[config.mk]
export PLATFORM = sky130hd
export DESIGN_NAME = hamming_secded_stream_decoder_flat
export DESIGN_NICKNAME = d
export VERILOG_FILES = /design/src/rtl/hamming_secded_stream_decoder_if.sv /design/src/rtl/hamming_secded_stream_decoder.sv /design/src/flat_wrapper.sv
export SDC_FILE = /design/constraint.sdc
export NUM_CORES = 1
export LEC_CHECK = 0
export ABC_AREA = 1
export CORE_ASPECT_RATIO = 1.25
export CORE_UTILIZATION = 30
export CTS_CLUSTER_SIZE = 12
export DETAILED_ROUTE_END_ITERATION = 7
export PLACE_DENSITY = 0.57
export SYNTH_ARGS = -nofsm -noshare
export SYNTH_HDL_FRONTEND = slang
export SYNTH_SLANG_ARGS = --single-unit
[constraint.sdc]
create_clock -name clk -period 1.8 [get_ports clk]
set_input_delay 0.18 -clock clk [delete_from_list [all_inputs] [get_ports clk]]
set_output_delay 0.18 -clock clk [all_outputs]
set_load 0.005 [all_outputs]
[src/rtl/hamming_secded_stream_decoder_if.sv]
// Stream bundle for the SECDED decoder: codeword input side and decoded-beat output side.
// master = upstream producer / downstream consumer; slave = the decoder.
interface hamming_secded_stream_decoder_if #(
  parameter int DATA_W = 4
);
  function automatic int calc_par_w(input int d);
    int r;
    r = 0;
    for (int unsigned i = 31; i >= 1; i--)
      if ((64'(1) << i) >= 64'(d + int'(i) + 1)) r = int'(i);
    return r;
  endfunction

  localparam int PAR_W  = calc_par_w(DATA_W);
  localparam int CODE_W = DATA_W + PAR_W + 1;

  logic              in_valid;
  logic              in_ready;
  logic [CODE_W-1:0] in_code;
  logic              correct_en;
  logic              out_valid;
  logic              out_ready;
  logic [DATA_W-1:0] out_data;
  logic [1:0]        out_status;
  logic [PAR_W-1:0]  out_syndrome;

  modport master (
    output in_valid, in_code, correct_en, out_ready,
    input  in_ready, out_valid, out_data, out_status, out_syndrome
  );

  modport slave (
    input  in_valid, in_code, correct_en, out_ready,
    output in_ready, out_valid, out_data, out_status, out_syndrome
  );
endinterface

[src/rtl/hamming_secded_stream_decoder.sv]
// Two-stage streaming extended-Hamming (SECDED) decoder with saturating error counters.
// S1 captures the codeword and its syndrome/parity, S2 applies correction and holds the output beat.
module hamming_secded_stream_decoder #(
  parameter int DATA_W = 4,
  parameter int CNT_W  = 16
) (
  input  logic                            clk,
  input  logic                            rst_n,
  hamming_secded_stream_decoder_if.slave  bus,
  input  logic                            cnt_clr,
  output logic [CNT_W-1:0]                corr_cnt,
  output logic [CNT_W-1:0]                uncorr_cnt
);
  function automatic int calc_par_w(input int d);
    int r;
    r = 0;
    for (int unsigned i = 31; i >= 1; i--)
      if ((64'(1) << i) >= 64'(d + int'(i) + 1)) r = int'(i);
    return r;
  endfunction

  localparam int PAR_W  = calc_par_w(DATA_W);
  localparam int CODE_W = DATA_W + PAR_W + 1;

  // Codeword position of data bit j: j-th non-power-of-two position above 0.
  function automatic int unsigned data_pos(input int unsigned j);
    int unsigned pos;
    int unsigned n;
    pos = 0;
    n   = 0;
    for (int unsigned p = 1; p < CODE_W; p++) begin
      if ((p & (p - 1)) != 0) begin
        if (n == j) pos = p;
        n++;
      end
    end
    return pos;
  endfunction

  logic              s1_valid;
  logic [CODE_W-1:0] s1_code;
  logic              s1_ce;
  logic [PAR_W-1:0]  s1_syn;
  logic              s1_par;

  logic              s2_move;
  logic [PAR_W-1:0]  in_syn;
  logic [CODE_W-1:0] fixed;
  logic [DATA_W-1:0] d_data;
  logic [1:0]        d_status;
  logic              xfer;

  assign s2_move     = bus.out_ready | ~bus.out_valid;
  assign bus.in_ready = rst_n & (~s1_valid | s2_move);
  assign xfer        = bus.out_valid & bus.out_ready;

  always_comb begin
    in_syn = '0;
    for (int unsigned i = 1; i < CODE_W; i++)
      if (bus.in_code[i]) in_syn = in_syn ^ PAR_W'(i);
  end

  always_comb begin
    fixed    = s1_code;
    d_status = 2'b00;
    if (s1_syn == '0) begin
      d_status = s1_par ? 2'b01 : 2'b00;
    end else if (s1_par && (int'(s1_syn) < CODE_W)) begin
      d_status = 2'b01;
      if (s1_ce) fixed = s1_code ^ (CODE_W'(1) << s1_syn);
    end else begin
      d_status = 2'b10;
    end
    d_data = '0;
    for (int unsigned j = 0; j < DATA_W; j++)
      d_data[j] = fixed[data_pos(j)];
  end

  always_ff @(posedge clk) begin
    if (!rst_n) begin
      s1_valid         <= 1'b0;
      s1_code          <= '0;
      s1_ce            <= 1'b0;
      s1_syn           <= '0;
      s1_par           <= 1'b0;
      bus.out_valid    <= 1'b0;
      bus.out_data     <= '0;
      bus.out_status   <= 2'b00;
      bus.out_syndrome <= '0;
    end else begin
      if (bus.in_ready) begin
        s1_valid <= bus.in_valid;
        if (bus.in_valid) begin
          s1_code <= bus.in_code;
          s1_ce   <= bus.correct_en;
          s1_syn  <= in_syn;
          s1_par  <= ^bus.in_code;
        end
      end
      // Output registers only change when the consumer is free, so stalls hold the beat.
      if (s2_move) begin
        bus.out_valid <= s1_valid;
        if (s1_valid) begin
          bus.out_data     <= d_data;
          bus.out_status   <= d_status;
          bus.out_syndrome <= s1_syn;
        end
      end
    end
  end

  always_ff @(posedge clk) begin
    if (!rst_n || cnt_clr) begin
      corr_cnt   <= '0;
      uncorr_cnt <= '0;
    end else if (xfer) begin
      if (bus.out_status == 2'b01 && corr_cnt != '1)
        corr_cnt <= corr_cnt + CNT_W'(1);
      if (bus.out_status == 2'b10 && uncorr_cnt != '1)
        uncorr_cnt <= uncorr_cnt + CNT_W'(1);
    end
  end
endmodule

[src/flat_wrapper.sv]
// flat-port wrapper written by rule: the top's interface ports become plain ports
module hamming_secded_stream_decoder_flat 
#(
  parameter int DATA_W = 4,
  parameter int CNT_W  = 16
)
  (clk, rst_n, cnt_clr, corr_cnt, uncorr_cnt, bus_in_valid, bus_in_code, bus_correct_en, bus_out_ready, bus_in_ready, bus_out_valid, bus_out_data, bus_out_status, bus_out_syndrome);
  hamming_secded_stream_decoder_if #(.DATA_W(DATA_W)) bus_i ();
  input  logic clk;
  input  logic rst_n;
  input  logic cnt_clr;
  output logic [CNT_W-1:0] corr_cnt;
  output logic [CNT_W-1:0] uncorr_cnt;
  input wire logic [$bits(bus_i.in_valid)-1:0] bus_in_valid;
  input wire logic [$bits(bus_i.in_code)-1:0] bus_in_code;
  input wire logic [$bits(bus_i.correct_en)-1:0] bus_correct_en;
  input wire logic [$bits(bus_i.out_ready)-1:0] bus_out_ready;
  output wire logic [$bits(bus_i.in_ready)-1:0] bus_in_ready;
  output wire logic [$bits(bus_i.out_valid)-1:0] bus_out_valid;
  output wire logic [$bits(bus_i.out_data)-1:0] bus_out_data;
  output wire logic [$bits(bus_i.out_status)-1:0] bus_out_status;
  output wire logic [$bits(bus_i.out_syndrome)-1:0] bus_out_syndrome;
  assign bus_i.in_valid = bus_in_valid;
  assign bus_i.in_code = bus_in_code;
  assign bus_i.correct_en = bus_correct_en;
  assign bus_i.out_ready = bus_out_ready;
  assign bus_in_ready = bus_i.in_ready;
  assign bus_out_valid = bus_i.out_valid;
  assign bus_out_data = bus_i.out_data;
  assign bus_out_status = bus_i.out_status;
  assign bus_out_syndrome = bus_i.out_syndrome;
  hamming_secded_stream_decoder #(.DATA_W(DATA_W), .CNT_W(CNT_W)) u_core (.clk(clk), .rst_n(rst_n), .bus(bus_i), .cnt_clr(cnt_clr), .corr_cnt(corr_cnt), .uncorr_cnt(uncorr_cnt));
endmodule
### Word level (Yosys, flattened, before mapping)

Cells that the tools add are included.
W data, S select, Z words.

* register bits: 56
* logic and storage cells: 54

* $add $sub $neg: 2
* equal/unequal tests: 4
* shift operators: 1
* muxes and demuxes: 13
* bitwise operators: 13
* reduce and logical (&&, ||, !) cells: 10

Operator list (count)
* $add A16 B1 Y16 const B: 2
* $ne A16 B16 Y1 const B: 2
* $mux W8: 3
* $mux W3: 4
* $mux W2: 4
* $reduce_and A2 Y1: 4
* $reduce_xor A8 Y1: 1
* $shl A1 B3 Y8 const A: 1
* $xor A8 B8 Y8: 1
* $not A2 Y2: 3
* $logic_not A3 Y1: 1
* $not A3 Y3: 1
* $and A1 B1 Y1: 2
* $eq A2 B1 Y1 const B: 1
* $eq A2 B2 Y1 const B: 1
* $logic_and A1 B1 Y1: 2
* $mux W1: 2
* $not A1 Y1: 2
* $not A1 Y1 const A: 2
* $or A1 B1 Y1: 2
* $logic_not A1 Y1: 1
* $logic_or A1 B1 Y1: 1

### Logic depth before layout (Yosys ltp)

Gate-level depths: netlist of the first run.

* depth after elaboration: 11
* mapped depth: 9
* mapped depth without buffers: 9

### Worst setup path before layout of the first run

OpenSTA, ideal clock, no wires.

* path kind: register to register
* start point: reg u_core.uncorr_cnt[0]
* end point: reg u_core.uncorr_cnt[11]
* library setup time: 0.067 ns
* arrival time: 1.368 ns
* data required time: 1.733 ns
* setup slack: 0.364 ns
* cell stages (with the launch flop): 9
* period minus slack after synthesis: 1.436 ns
* path through: dfxtp_1 > ha_1 > inv_1 > nor2_4 > nand4_4 > nand2_2 > buf_6 > nand2_1 > a21oi_2

* cells in the longest elaborated chain, start to end: 3
* elaborated cells on any way between the ends: 4
* those cells by class: add/sub: 1; eq/ne: 1; reduce/logical: 2

Ends and longest elaborated chain
* from (decl): RTL line hamming_secded_stream_decoder.sv:12 `output logic [CNT_W-1:0] uncorr_cnt`
* from (signal assigned): RTL line hamming_secded_stream_decoder.sv:120 `uncorr_cnt <= uncorr_cnt + CNT_W'(1);`
* branches (longest 3 deep; another with $add A16 B1 Y16)

Several ways; the timed one is not identified.
A chain may end at the register's enable or synchronous reset.

### Worst setup path after layout of the first run

* start point: in bus_out_ready
* end point: out bus_in_ready

* cells in the longest elaborated chain, start to end: 3

Ends and longest elaborated chain
* from (decl): RTL line flat_wrapper.sv:17 `input wire logic [$bits(bus_i.out_ready)-1:0] bus_out_ready;`
* $or A1 B1 Y1: RTL line hamming_secded_stream_decoder.sv:53 `assign s2_move = bus.out_ready | ~bus.out_valid;`
* $or A1 B1 Y1: RTL line hamming_secded_stream_decoder.sv:54 `assign bus.in_ready = rst_n & (~s1_valid | s2_move);`
* $and A1 B1 Y1: RTL line hamming_secded_stream_decoder.sv:54
* to (decl): RTL line flat_wrapper.sv:18 `output wire logic [$bits(bus_i.in_ready)-1:0] bus_in_ready;`

No other way between the ends.

==> impl_metrics.ini, run 1 <==
[drt]
drt_iter0_markers = 125
first_pass_iters = 4
route.detailed.drc = 0
met3WireLength_um = 244
top_layer = met4
wl_met1_mm = 3.30
drtAntennaViolNets = 0
wl_per_cell_um = 11.2
vias_per_cell = 4.55
wl_met2_mm = 3.81
routed_wl_mm = 7.43
num_vias = 3027

[final_layout]
final_cell_area_um2 = 3990
layout.nets = 555
fill_cells = 1028
drive_gt1_share_pct = 9.81
diodes = 0
area_growth_pct = 32.9

[floorplan]
fp.dieW_um = 91.5
rows = 40
die_h_um = 114
coreArea_um2 = 9660
start_util_pct = 31.1
dieArea_um2 = 10400
ioPinCount = 57

[global_route]
grt_max_degree = 20
grt_pass1_vias = 2782
antenna_found_initial = 0
overflow = 0
grt_pass1_wl_mm = 12.6
track_usage_pct = 15.0

[place]
placed_area_um2 = 3840
dp_hpwl_mm = 5.78
pre_cts_ws_ns = 0.0861
gp_congestion = 0.795
portBuffers = 56

[timing]
period_needed_ns = 1.69
setup_ws_ns = 0.108
tightest_slew_ns = 0.415
finClkSkew_ns = 0.00492
setup_viol = 0
hold_violations = 0
fmax_mhz = 591
period_share_pct = 94.0
finalSetupTns_ns = 0
slew_headroom_pct = 72.2
rsz0062_at_grt = no
timing.final.max_slew_violations = 0

[logic_synthesis]
synthTopCellsByCount = nand2_1 (141), nor2_1 (65), dfxtp_1 (52)
yosysMostFrequentCell = nand2_1
ys_seq_area_share_pct = 34.7
synth_area_leader_cell = dfxtp_1
yosys_warnings = 0
yosys.area.top_type_share_pct = 34.7
synth-edff-count = 0
syn_avg_cell_area_um2 = 6.49
synth_area_um2 = 3000
syn_inst = 462
synth_cell_type_count = 28
netlist_top_cells_area = dfxtp_1 (35%), nand2_1 (18%), nor2_1 (8.1%), inv_1 (5.6%), nand3_1 (5.3%)
async_reset_ff_share_pct = 0
syn_nets = 478
synth-seq-cells = 52
ys.flop_type = dfxtp_1

[critical_path]
cp_max_fo = 2
worstPathCellList = clkdlybuf4s50_1, inv_1, nand3_1, nand2_1, inv_1, clkdlybuf4s50_1
critPathTopFamily = buffers and inverters
crit_type = input pin to primary output
slowest_stage = clkdlybuf4s50_1
critPathRequiredTime_ns = 1.62
crit_path_max_incr_delay_ns = 0.50
setup.worst_path.end_class = primary output
path_buf_inv = 4
worstPathArrival_ns = 1.51
cp-start-kind = input pin

[hold_path]
min_path_type = input pin to flip-flop

[pwr]
power.net_switching_mw = 0.580
swShare_pct = 23.9
p_int_mw = 1.85
vdd_drop_max_uv = 343
combPwrFrac_pct = 10.1
clkPwrFrac_pct = 39.9
p_seq_share_pct = 50.1
fin_total_pwr_mw = 2.43
p_leak_nw = 1.53
p_per_area_nw_per_um2 = 609

[run_status]
status = finished clean

[cts]
cts_made_buffers = 5
worstSkewPairLatency_ns = 0.29
cts_max_path_buffers = 2
root_buffer = clkbuf_16
tritoncts = built
post_cts_resized = 0
cts_max_level = 2
cts_setup_buffers = 0
clock-sinks = 52
clk_pin_slew_worst_paths_ns = 0.06
ctsHoldBuffers = 0

[job]
max-cap-violations = 0
==> power by group through the flow <==
stage	Sequential [mW]	Clock, mW	Combinational [mW]
after global placement	1.24	0	0.242
after CTS	1.22	0.998	0.247
final	1.22	0.969	0.244
after global routing	1.22	1.04	0.273
after detailed placement	1.24	0	0.246
after floorplan	1.24	0	0.132
==> metal layers <==
metal	vias to the layer above	GRT usage (%)
met1	1355	17.5
met5	-	0
li1	1625	-
met2	43	27.8
met3	4	2.60
met4	0	4.55
==> sequential cells by signal, indices dropped and copies added (netlist names) <==
name                     count
u_core.s1_code               4
u_core.s1_valid              1
u_core.bus.out_valid         1
u_core.s1_syn                3
u_core.corr_cnt             16
u_core.bus.out_data          4
u_core.bus.out_status        2
u_core.uncorr_cnt           16
u_core.bus.out_syndrome      3
u_core.s1_par                1
u_core.s1_ce                 1
==> worst paths after layout <==
path / from / end / slack (ns) / depth (start not counted)
setup / recovery: bus_out_ready / bus_in_ready / 0.11 / 6
hold / removal: bus_correct_en / u_core.s1_ce$_SDFFE_PN0P_ / 0.46 / 3
setup reg to reg: u_core.uncorr_cnt[0]$_SDFFE_PP0P_ / u_core.uncorr_cnt[11]$_SDFFE_PP0P_ / 0.18 / 7
hold reg to reg: u_core.s1_code[5]$_SDFFE_PN0P_ / u_core.s1_code[5]$_SDFFE_PN0P_ / 0.47 / 2
==> layout make-up <==
type | instances | area, um2 | share of cell area [%]
timing repair buffer | 80 | 741 | 18.6
multi-input combinational | 349 | 1710 | 42.8
inverter | 51 | 191 | 4.80
clock buffer | 6 | 139 | 3.48
sequential | 52 | 1040 | 26.1
clock inverter | 2 | 10.0 | 0.251
tap | 126 | 158 | 3.95
==> cells in the final DEF (no fill, tap or decap), types with 4 or more instances in the layout <==
cell             count
inv_2                4
nand3b_1             6
xnor2_1              6
nand2_1            141
xor2_1              11
clkdlybuf4s50_1     56
nand4_1             10
buf_4               24
nor2_1              65
inv_1               45
a21oi_1             27
nor2_4               6
clkbuf_16            5
nand3_1             32
nand2_2              4
o21ai_0             25
dfxtp_1             52
==> through the flow <==
| stage | hold WS [ns] | std cells | utilization [%] |
|---|---|---|---|
| detailed placement | 0.461 | 658 | 39.8 |
| floorplan | 0.293 | 462 | - |
| CTS | 0.457 | 666 | 41.3 |
| global route | 0.492 | 666 | 41.3 |
| global placement | 0.454 | 658 | 39.8 |
| finish | 0.461 | 666 | 41.3 |
==> cell families after synthesis <==
family                   Yosys count  share of synthesized area [%]
adder cells (fa/ha/maj)            2                          0.834
AND/OR/NAND/NOR                  274                           41.5
AO/OA/AOI/OAI                     56                           9.72
buffers and inverters             61                           8.34
XOR/XNOR                          17                           4.96
flip-flops                        52                           34.7
==> tightest hold or removal path, delay by kind of cell <==
kind / cells / cell delay, ns
compound gates: 1 / 0.06
buf+inv: 1 / 0.39
simple gates: 1 / 0.06
Power figures use the tool's default switching activity.
==> run 2, diff against run 1 <==
==> constraint.sdc (replaced) <==
create_clock -name clk -period 2.05 [get_ports clk]
set_input_delay 0.205 -clock clk [delete_from_list [all_inputs] [get_ports clk]]
set_output_delay 0.205 -clock clk [all_outputs]
set_load 0.02 [all_outputs]
==> impl_metrics.ini, run 2 (same netlist as run 1, synthesis figures left out) <==
[run_status]
status = finished clean

[cts]
ctsHoldBuffers = 0
cts_max_path_buffers = 2
cts_max_level = 2
cts_made_buffers = 5
cts_setup_buffers = 0
clock-sinks = 52
worstSkewPairLatency_ns = 0.29
tritoncts = built
clk_pin_slew_worst_paths_ns = 0.06
post_cts_resized = 0
root_buffer = clkbuf_16

[timing]
hold_violations = 0
finalSetupTns_ns = 0
rsz0062_at_grt = no
period_needed_ns = 1.86
fmax_mhz = 539
timing.final.max_slew_violations = 0
slew_headroom_pct = 72.2
finClkSkew_ns = 0.00522
setup_viol = 0
period_share_pct = 90.5
tightest_slew_ns = 0.416

[critical_path]
timing.rr.start = u_core.corr_cnt[1]$_SDFFE_PP0P_
path_buf_inv = 4
crit_path_max_incr_delay_ns = 0.59
slowest_stage = clkdlybuf4s50_1
critPathRequiredTime_ns = 1.85
crit_type = input pin to primary output
worst-r2r-setup-slack_ns = 0.24
cp_max_fo = 2
setup.worst_path.end_class = primary output
worstPathCellList = clkdlybuf4s50_1, inv_1, nand3_1, nand2_1, inv_1, clkdlybuf4s50_1
r2r-end = u_core.corr_cnt[15]$_SDFFE_PP0P_
r2r.worst_path.cells = 7
cp-start-kind = input pin
critPathTopFamily = buffers and inverters
worstPathArrival_ns = 1.65

[global_route]
grt_max_degree = 27
overflow = 0
grt_pass1_vias = 2707
grt_pass1_wl_mm = 12.3
track_usage_pct = 14.6
antenna_found_initial = 0

[pwr]
p_per_area_nw_per_um2 = 575
p_leak_nw = 1.44
vdd_drop_max_uv = 317
fin_total_pwr_mw = 2.23

[drt]
num_vias = 2971
first_pass_iters = 4
wl_per_cell_um = 11.2
route.detailed.drc = 0
vias_per_cell = 4.58
drtAntennaViolNets = 0
drt_iter0_markers = 109
routed_wl_mm = 7.30

[place]
portBuffers = 56
dp_hpwl_mm = 5.62
placed_area_um2 = 3710
gp_congestion = 0.803

[floorplan]
start_util_pct = 31.1
coreArea_um2 = 9660
fp.dieW_um = 91.5
die_h_um = 114
rows = 40
dieArea_um2 = 10400
ioPinCount = 57

[final_layout]
layout_commonest_cell = nand2_1
area_growth_pct = 29.2
mostFrequentLayoutCells = nand2_1 (141), nor2_1 (65), clkdlybuf4s50_1 (56)
fill_cells = 1017
drive_gt1_share_pct = 6.69
diodes = 0
layout.nets = 538
top_regs = u_core.corr_cnt: 16 flops, u_core.uncorr_cnt: 16 flops
final_cell_area_um2 = 3880

[job]
max-cap-violations = 0

[hold_path]
min_path_cells = 2
hold_end = u_core.s1_code[5]$_SDFFE_PN0P_
min_path_type = flip-flop to flip-flop
hp-start = u_core.s1_code[5]$_SDFFE_PN0P_
## run 2: cell types whose count changed in the layout (fill, tap and decap cells not counted), sizes merged
cell	before	now
clkinv	4	3
buf	24	7
bufinv	0	1
## run 2: worst register-to-register path: stages, from the launching register on
cell and delay [ns]:
dfxtp_1 0.41, ha_1 0.28, inv_1 0.10, nor2_4 0.20
nand4_4 0.24, nand2_2 0.28, nand2_1 0.09, a21oi_1 0.14
## run 2: per-stage QoR
stage | util [%] | worst slack [ns] | cells | hold WS (ns)
3_5_place_dp | 38.4 | 0.186 | 641 | 0.455
6_report | 40.1 | 0.194 | 649 | 0.467
3_3_place_gp | 38.4 | 0.188 | 641 | 0.458
2_1_floorplan | - | 0.471 | 462 | 0.318
4_1_cts | 40.1 | 0.178 | 649 | 0.465
5_1_grt | 40.1 | 0.0155 | 649 | 0.480
## run 2: power breakdown
part | total [mW] | switching [mW] | internal [mW] | leakage [nW]
clock network | 0.938 | 0.363 | 0.575 | 0.0808
logic | 0.223 | 0.126 | 0.0967 | 0.938
registers | 1.07 | 0.0271 | 1.04 | 0.423
total | 2.23 | 0.517 | 1.71 | 1.44
## run 2: layer usage
| layer | track usage (%) | routed length, um |
|---|---|---|
| met1 | 16.7 | 3240 |
| met4 | 5.50 | 81 |
| met5 | 0 | 0 |
| met2 | 26.9 | 3700 |
| met3 | 2.53 | 277 |
## run 2: area by class of cell
cell class / count / area, um2 / area share, %
clock inverters: 2 / 35.0 / 0.904
well taps: 126 / 158 / 4.07
clock buffers: 6 / 129 / 3.32
flip-flops and latches: 52 / 1040 / 26.9
repair buffers: 63 / 613 / 15.8
multi-input cells: 349 / 1710 / 44.1
inverters: 51 / 191 / 4.94
## run 2: worst max-delay path by stage
stage | from | end | slack (ns) | depth (start not counted)
after floorplan | u_core.uncorr_cnt[1]$_SDFFE_PP0P_ | u_core.uncorr_cnt[11]$_SDFFE_PP0P_ | 0.47 | 8
final | bus_out_ready | bus_in_ready | 0.19 | 6
after detailed placement | bus_out_ready | u_core.corr_cnt[11]$_SDFFE_PP0P_ | 0.19 | 7
after CTS | bus_out_ready | bus_in_ready | 0.18 | 6
after global placement | bus_out_ready | bus_in_ready | 0.19 | 6
after global routing | u_core.corr_cnt[1]$_SDFFE_PP0P_ | u_core.corr_cnt[15]$_SDFFE_PP0P_ | 0.02 | 7
